==> config.mk <==
export PLATFORM = sky130hd
export DESIGN_NAME = ysyx_22041412_axi_rd_sched
export DESIGN_NICKNAME = d
export VERILOG_FILES = /design/src/rtl/ysyx_22041412_pkg.sv /design/src/rtl/ysyx_22041412_rr_starve.sv /design/src/rtl/ysyx_22041412_axi_rd_sched.sv
export SDC_FILE = /design/constraint.sdc
export NUM_CORES = 1
export LEC_CHECK = 0
export BUFFER_PORTS_ARGS = -buffer_cell sky130_fd_sc_hd__buf_2
export CORE_AREA = 5 5 128 130
export DETAILED_ROUTE_END_ITERATION = 6
export DIE_AREA = 0 0 133 135
export PLACE_DENSITY = 0.53
export SLEW_MARGIN = 15
export SYNTH_ARGS = -nofsm -noshare
export SYNTH_HDL_FRONTEND = slang
export SYNTH_SLANG_ARGS = --single-unit
==> constraint.sdc <==
create_clock -name clk -period 2.7 [get_ports clk]
set_input_delay 0.405 -clock clk [delete_from_list [all_inputs] [get_ports clk]]
set_output_delay 0.405 -clock clk [all_outputs]
set_load 0.005 [all_outputs]
==> src/rtl/ysyx_22041412_pkg.sv <==
// Shared types for the AXI read scheduler: FSM states, burst owner and the fixed IF beat size.
package ysyx_22041412_pkg;

  typedef enum logic [1:0] {
    ST_IDLE = 2'd0,
    ST_ADDR = 2'd1,
    ST_DATA = 2'd2
  } state_t;

  typedef enum logic [1:0] {
    OWN_NONE = 2'd0,
    OWN_IF   = 2'd1,
    OWN_MEM  = 2'd2
  } owner_t;

  // Instruction fetches are always full 64-bit beats.
  localparam logic [2:0] IF_SIZE = 3'd3;

endpackage

==> src/rtl/ysyx_22041412_rr_starve.sv <==
// Grant decision for the IF/MEM read ports: MEM wins by default, but IF is forced through
// once MEM has been granted STARVE_MAX times in a row while IF was waiting.
module ysyx_22041412_rr_starve #(
  parameter int STARVE_MAX = 4,
  localparam int CNT_W = (STARVE_MAX < 1) ? 1 : $clog2(STARVE_MAX + 1)
) (
  input  logic clk,
  input  logic rst,
  input  logic idle,
  input  logic if_req_valid,
  input  logic mem_req_valid,
  output logic grant_if,
  output logic grant_mem
);

  localparam logic [CNT_W-1:0] CNT_MAX = CNT_W'(STARVE_MAX);

  logic [CNT_W-1:0] starve_cnt;
  logic             starved;

  always_comb begin
    starved   = if_req_valid && (starve_cnt == CNT_MAX);
    grant_mem = idle && mem_req_valid && !starved;
    grant_if  = idle && if_req_valid && !grant_mem;
  end

  // Only MEM grants that actually made IF wait count toward starvation.
  always_ff @(posedge clk or posedge rst) begin
    if (rst) begin
      starve_cnt <= '0;
    end else if (grant_if) begin
      starve_cnt <= '0;
    end else if (grant_mem && if_req_valid && (starve_cnt != CNT_MAX)) begin
      starve_cnt <= starve_cnt + 1'b1;
    end
  end

endmodule

==> src/rtl/ysyx_22041412_axi_rd_sched.sv <==
// Single-outstanding AXI read scheduler sharing one AR/R channel between IF and MEM requesters.
// Handshakes: a transfer happens on a cycle where valid and ready are both high; valid, once raised, holds its payload stable until ready.
module ysyx_22041412_axi_rd_sched
  import ysyx_22041412_pkg::*;
#(
  parameter int AXI_DATA_WIDTH = 64,
  parameter int AXI_ADDR_WIDTH = 32,
  parameter int STARVE_MAX     = 4
) (
  input  logic                      clk,
  input  logic                      rst,
  input  logic                      if_req_valid,
  output logic                      if_req_ready,
  input  logic [AXI_ADDR_WIDTH-1:0] if_addr,
  input  logic [7:0]                if_len,
  output logic [AXI_DATA_WIDTH-1:0] if_rdata,
  output logic                      if_rvalid,
  output logic                      if_rlast,
  input  logic                      mem_req_valid,
  output logic                      mem_req_ready,
  input  logic [AXI_ADDR_WIDTH-1:0] mem_addr,
  input  logic [7:0]                mem_len,
  input  logic [2:0]                mem_size,
  output logic [AXI_DATA_WIDTH-1:0] mem_rdata,
  output logic                      mem_rvalid,
  output logic                      mem_rlast,
  output logic                      ar_valid,
  input  logic                      ar_ready,
  output logic [AXI_ADDR_WIDTH-1:0] ar_addr,
  output logic [7:0]                ar_len,
  output logic [2:0]                ar_size,
  input  logic                      r_valid,
  output logic                      r_ready,
  input  logic [AXI_DATA_WIDTH-1:0] r_data,
  input  logic                      r_last,
  output logic                      len_err
);

  state_t     state;
  owner_t     owner;
  logic [7:0] beat_cnt;
  logic       grant_if;
  logic       grant_mem;
  logic       beat;
  logic       beat_if;
  logic       beat_mem;

  ysyx_22041412_rr_starve #(
    .STARVE_MAX (STARVE_MAX)
  ) u_arb (
    .clk           (clk),
    .rst           (rst),
    .idle          (state == ST_IDLE),
    .if_req_valid  (if_req_valid),
    .mem_req_valid (mem_req_valid),
    .grant_if      (grant_if),
    .grant_mem     (grant_mem)
  );

  // r_ready is registered high only in DATA, so it doubles as the beat qualifier.
  always_comb begin
    beat     = r_ready && r_valid;
    beat_if  = beat && (owner == OWN_IF);
    beat_mem = beat && (owner == OWN_MEM);

    if_rvalid  = beat_if;
    if_rlast   = beat_if && r_last;
    if_rdata   = beat_if ? r_data : '0;
    mem_rvalid = beat_mem;
    mem_rlast  = beat_mem && r_last;
    mem_rdata  = beat_mem ? r_data : '0;

    if_req_ready  = ar_valid && ar_ready && (owner == OWN_IF);
    mem_req_ready = ar_valid && ar_ready && (owner == OWN_MEM);

    // ar_len holds the granted length for the whole burst.
    len_err = beat && (r_last ? (beat_cnt != ar_len) : (beat_cnt == ar_len));
  end

  always_ff @(posedge clk or posedge rst) begin
    if (rst) begin
      state    <= ST_IDLE;
      owner    <= OWN_NONE;
      beat_cnt <= '0;
      ar_valid <= 1'b0;
      ar_addr  <= '0;
      ar_len   <= '0;
      ar_size  <= '0;
      r_ready  <= 1'b0;
    end else begin
      case (state)
        ST_IDLE: begin
          if (grant_mem) begin
            owner    <= OWN_MEM;
            ar_addr  <= mem_addr;
            ar_len   <= mem_len;
            ar_size  <= mem_size;
            ar_valid <= 1'b1;
            state    <= ST_ADDR;
          end else if (grant_if) begin
            owner    <= OWN_IF;
            ar_addr  <= if_addr;
            ar_len   <= if_len;
            ar_size  <= IF_SIZE;
            ar_valid <= 1'b1;
            state    <= ST_ADDR;
          end
        end
        ST_ADDR: begin
          if (ar_ready) begin
            ar_valid <= 1'b0;
            r_ready  <= 1'b1;
            beat_cnt <= '0;
            state    <= ST_DATA;
          end
        end
        ST_DATA: begin
          if (r_valid) begin
            beat_cnt <= beat_cnt + 8'd1;
            if (r_last) begin
              r_ready <= 1'b0;
              owner   <= OWN_NONE;
              state   <= ST_IDLE;
            end
          end
        end
        default: begin
          state    <= ST_IDLE;
          owner    <= OWN_NONE;
          ar_valid <= 1'b0;
          r_ready  <= 1'b0;
        end
      endcase
    end
  end

endmodule

; ---- Word level (Yosys, flattened, before mapping)
; Cells that the tools add are included.
[classes]
add_sub_neg = 2
n_eq_ne = 12
mux = 30
bitwise = 3
reduce_logical = 28
[op_table]
columns = operator, count
row1 = two-way mux 64 bit, 2
row2 = two-way mux 32 bit, 2
row3 = two-way mux 8 bit, 4
row4 = logical AND 1 bit, 16
row5 = case mux 8 bit (2 select lines), 1
row6 = two-way mux 2 bit, 6
row7 = two-way mux 3 bit, 4
row8 = case mux 2 bit (3 select lines), 2
row9 = AND reduction 4 bit, 3
row10 = adder 8 x 1 -> 8 bit (second input constant), 1
row11 = == test 8 bit, 1
row12 = != test 8 bit, 1
row13 = two-way mux 1 bit, 7
row14 = != test 2 bit (second input constant), 3
row15 = != test 3 bit (second input constant), 2
row16 = case mux 1 bit (3 select lines), 2
row17 = AND reduction 3 bit, 2
row18 = nonzero test 2 bit, 3
row19 = == test 2 x 1 -> 1 bit (second input constant), 2
row20 = == test 2 bit (second input constant), 2
row21 = adder 3 x 1 -> 3 bit (second input constant), 1
row22 = == test 3 bit (second input constant), 1
row23 = NOT 1 bit, 3
row24 = zero test 1 bit, 2
row25 = other kinds (2), 2
[word_totals]
regBits = 60
output_inout_bits = 180

; ---- Depth between registers and ports, before layout
[depth]
word_depth = 9
mapped_depth = 8
ltp_nobuf = 6

; ---- By module
; Synthesis repeated with hierarchy kept, for this count alone.
[hier_totals]
cells_unflattened = 446
area_unflattened_um2 = 3888.7
[modules_own_cells]
columns = module, n_inst, cells_each, area_each_um2
row1 = ysyx_22041412_axi_rd_sched, 1, 423, 3664.8
row2 = ysyx_22041412_rr_starve, 1, 23, 224.0

; ---- Worst setup path after synthesis
; No wires, ideal clock.
[synth_path]
path_type = input to output
from = input port r_valid
to = output port if_rdata[14]
arrival_time_ps = 1222
required_time_ps = 2295
slack_ps = 1073
stages = 5
path_buffers = 2
path_cell_list = nand2_1 nor2_1 buf_1 clkbuf_1 and2_1
[synth_between]
elab_chain_cells = 3
[synth_rtl]
columns = element, line
row1 = "start, declared", ysyx_22041412_axi_rd_sched.sv:32  ; input logic r_valid,
row2 = logical AND 1 bit, ysyx_22041412_axi_rd_sched.sv:62  ; beat = r_ready && r_valid;
row3 = logical AND 1 bit, ysyx_22041412_axi_rd_sched.sv:63  ; beat_if = beat && (owner == OWN_IF);
row4 = two-way mux 64 bit, ysyx_22041412_axi_rd_sched.sv:68  ; if_rdata = beat_if ? r_data : '0;
row5 = "end, declared", ysyx_22041412_axi_rd_sched.sv:16  ; output logic [AXI_DATA_WIDTH-1:0] if_rdata,
; Every way passes these cells.

; ---- Final worst setup path
[layout_path]
from = register r_ready
to = output port mem_rdata[12]
[layout_between]
elab_chain_cells = 3
[layout_rtl]
columns = element, line
row1 = "start, declared", ysyx_22041412_axi_rd_sched.sv:33  ; output logic r_ready,
row2 = "start signal, assigned", ysyx_22041412_axi_rd_sched.sv:89  ; r_ready <= 1'b0;
row3 = "start signal, assigned", ysyx_22041412_axi_rd_sched.sv:112  ; r_ready <= 1'b1;
row4 = "start signal, assigned", ysyx_22041412_axi_rd_sched.sv:121  ; r_ready <= 1'b0;
row5 = logical AND 1 bit, ysyx_22041412_axi_rd_sched.sv:62
row6 = logical AND 1 bit, ysyx_22041412_axi_rd_sched.sv:64  ; beat_mem = beat && (owner == OWN_MEM);
row7 = two-way mux 64 bit, ysyx_22041412_axi_rd_sched.sv:71  ; mem_rdata = beat_mem ? r_data : '0;
row8 = "end, declared", ysyx_22041412_axi_rd_sched.sv:24  ; output logic [AXI_DATA_WIDTH-1:0] mem_rdata,
; Every way passes these cells.

==> results.tsv <==
stage	metric	value	unit
logic_synthesis	YS warnings	0	
floorplanning	Rows	45	
critical_path	Buf/Inv on CP	2	
sta	final slew viol count	0	
sta	worst slew pin tran	0.9418	ns
logic_synthesis	top cells by count, synth	130 x and2_1, 88 x a21oi_1, 60 x dfrtp_1	
global_routing	largest net degree at the start of global routing	67	
power_and_ir_drop	power density cells	888.2	nW/um^2
critical_path	WP data arrival	1.80	ns
final_layout	Layout area overhead	57.87	%
clock_network	CTS sink count	60	
clock_network	total CTS buffers	9	
logic_synthesis	top cell type by total area after synthesis	dfrtp_1	
clock_network	hold buffers post-CTS	0	
place	I/O Buffers	333	
run_status	status	complete, no violations	
global_routing	grt ovf	0	
route	Avg WL per Cell	16.43	um
clock_network	CTS Buffer Depth	2	
final_layout	fin cells	997	
sta	min setup slack post-route	0.4956	ns
route	detailed-route DRC error count	0	
logic_synthesis	synth unique cells	36	
place	placed instance count	981	
floorplanning	die height	135	um
logic_synthesis	Area contributors post-synth	dfrtp_1 40%, and2_1 22%, a21oi_1 12%	
global_routing	vias in the first global route	4366	
critical_path	Crit Path Max Fanout	66	
critical_path	slowest stage delay, CP	0.41	ns
floorplanning	width of the die	133	um
critical_path	endpoint class of the critical path	primary output	
sta	RSZ-0062 raised after global routing	false	
global_routing	first-pass GRT wire length	24440	um
final_layout	Final Net Count	961	
place	HPWL after detailed placement	13350	um
floorplanning	Core Area	15030	sq um
sta	Fmax	0.4536	GHz
floorplanning	DIE AREA	17960	sq um
sta	Slew HR	0.3697	
sta	Final Hold Fails	0	
clock_network	worst skew pair latency	0.33	ns
clock_network	post-cts gate resize count	0	
critical_path	WP data required	2.30	ns
place	gpl congestion	0.8269	
route	First-pass DRT Iterations	4	
clock_network	CTS Root Cell	clkbuf_16	
final_layout	Final Core Density	0.3967	
final_layout	layout cells sized above 1	0.4505	
route	violation count after the first detailed-route iteration	135	
clock_network	CTS tree	yes	
critical_path	cells along the critical path	nand2_1, nor2_4, buf_4, and2_1, buf_2	
sta	hold_ws	0.03289	ns
power_and_ir_drop	Lkg Pwr	3.336	nW
route	Avg Vias per Cell	4.419	
logic_synthesis	Most used DFF post-synth	dfrtp_1	
global_routing	total track usage	0.1720	
flow_run	Max-cap violations	0	
logic_synthesis	EDFF count, synth	0	
logic_synthesis	Cells after Synth	485	
clock_network	clock-pin transition on the worst setup and hold timing paths	0.05	ns
logic_synthesis	Synth async-reset ratio	1.000	
sta	final clock skew	0.009218	ns
clock_network	CTS HTree Levels	3	
route	routed via count	4406	
sta	Tmin final	2.204	ns
hold_path	HP Class	in -> async	
logic_synthesis	post-synth net total	642	
logic_synthesis	register area share after synthesis	0.3975	
critical_path	CP Depth	5	
critical_path	Register-to-Register Path Depth	5	
sta	setup violators final	0	
critical_path	CP Launch Type	register	
place	pre-CTS setup slack	0.6640	ns
final_layout	filler instances	1613	
logic_synthesis	Synth Cell Area	3777	sq um
floorplanning	Initial Utilization	0.2513	
route	Detailed Route WL	16380	um
logic_synthesis	syn avg cell area	7.788	sq um
critical_path	crit path kind	reg -> out	
critical_path	largest delay contributor family on the critical path	buffers and inverters	
critical_path	Worst path slowest cell	buf_4	
logic_synthesis	post-synth top area share	0.3975	
sta	setup TNS	0	ns
clock_network	Post-CTS Setup Bufs	0	
logic_synthesis	count leader, synth	and2_1	
power_and_ir_drop	Peak supply drop	432.3	uV
sta	part of the cycle the worst path needs	0.8164	
logic_synthesis	Synth Register Bits	60	
route	Post-DRT Antenna Nets	0	
floorplanning	# IOs	334	
global_routing	initial antenna violation count	2	
## layer usage
metal,vias to the layer above,part of all wire,wire length (um),GRT usage
li1,2226,-,-,-
met1,1938,0.39,6353,0.2024
met2,224,0.50,8222,0.2999
met3,16,0.094,1534,0.05440
met4,2,0.016,260,0.05196
met5,-,0.00043,7,0
## state kept, by name, indices dropped and copies added, names as in the netlist
name	flops
state	2
ar_size	3
owner	2
ar_len	8
beat_cnt	8
ar_addr	32
u_arb.starve_cnt	3
r_ready	1
ar_valid	1
## final cells by class
| type | count | area [sq um] | area share |
|---|---|---|---|
| repair buffers | 344 | 1774 | 0.2975 |
| clock buffers | 11 | 242.7 | 0.04071 |
| multi-input cells | 382 | 2131 | 0.3573 |
| diodes | 1 | 2.502 | 0.0004196 |
| inverters | 7 | 26.28 | 0.004406 |
| well taps | 188 | 235.2 | 0.03945 |
| flip-flops and latches | 60 | 1501 | 0.2518 |
| clock inverters | 4 | 50.05 | 0.008393 |
## cell families after synthesis
logic type / count (synthesis) / synth area share
AOI/OAI and AO/OA: 114 / 0.1676
xor gates and xnor gates: 9 / 0.02087
adders and majority gates: 3 / 0.009938
buffers and inverters: 43 / 0.04704
DFF: 60 / 0.3975
muxes: 1 / 0.002650
and+or+nand+nor: 255 / 0.3544
## power by group
group	leakage [nW]	switching [mW]	total (mW)	internal, mW
logic	2.50	1.42	2.56	1.14
clock network	0.138	0.401	1.13	0.732
registers	0.701	0.298	1.60	1.31
total	3.34	2.12	5.30	3.18
## stage by stage
| step | power (mW) | area [sq um] |
|---|---|---|
| 3_3_place_gp | 4.212 | 5668 |
| 5_1_grt | 5.761 | 5963 |
| 4_1_cts | 5.384 | 5961 |
| 6_report | 5.297 | 5963 |
| 3_5_place_dp | 4.218 | 5668 |
| 2_1_floorplan | 3.019 | 3777 |
## path summary, 6_finish.rpt
| check | start | end | slack (ns) |
|---|---|---|---|
| hold reg to reg | ar_size[1] | ar_size[1] | 0.49 |
| setup / recovery | r_ready | mem_rdata[12] | 0.50 |
| hold / removal | rst | ar_addr[15] | 0.03 |
| min in group clk | if_addr[2] | ar_addr[2] | 0.30 |
| setup reg to reg | state[1] | ar_len[6] | 0.70 |
| max in group asynchronous | rst | state[0] | 2.15 |
## cell usage in the layout, fill, tap and decap left out, types with 3 or more instances in the layout
master and instances:
nand2_1 58, nor2_1 46, clkbuf_16 9, buf_4 9
inv_1 6, and2_1 130, xnor2_1 8, nand4_1 5
ha_1 3, o21ai_0 10, or3_1 3, a21oi_1 88
buf_2 333, dfrtp_1 60
Power figures use the tool's default switching activity.
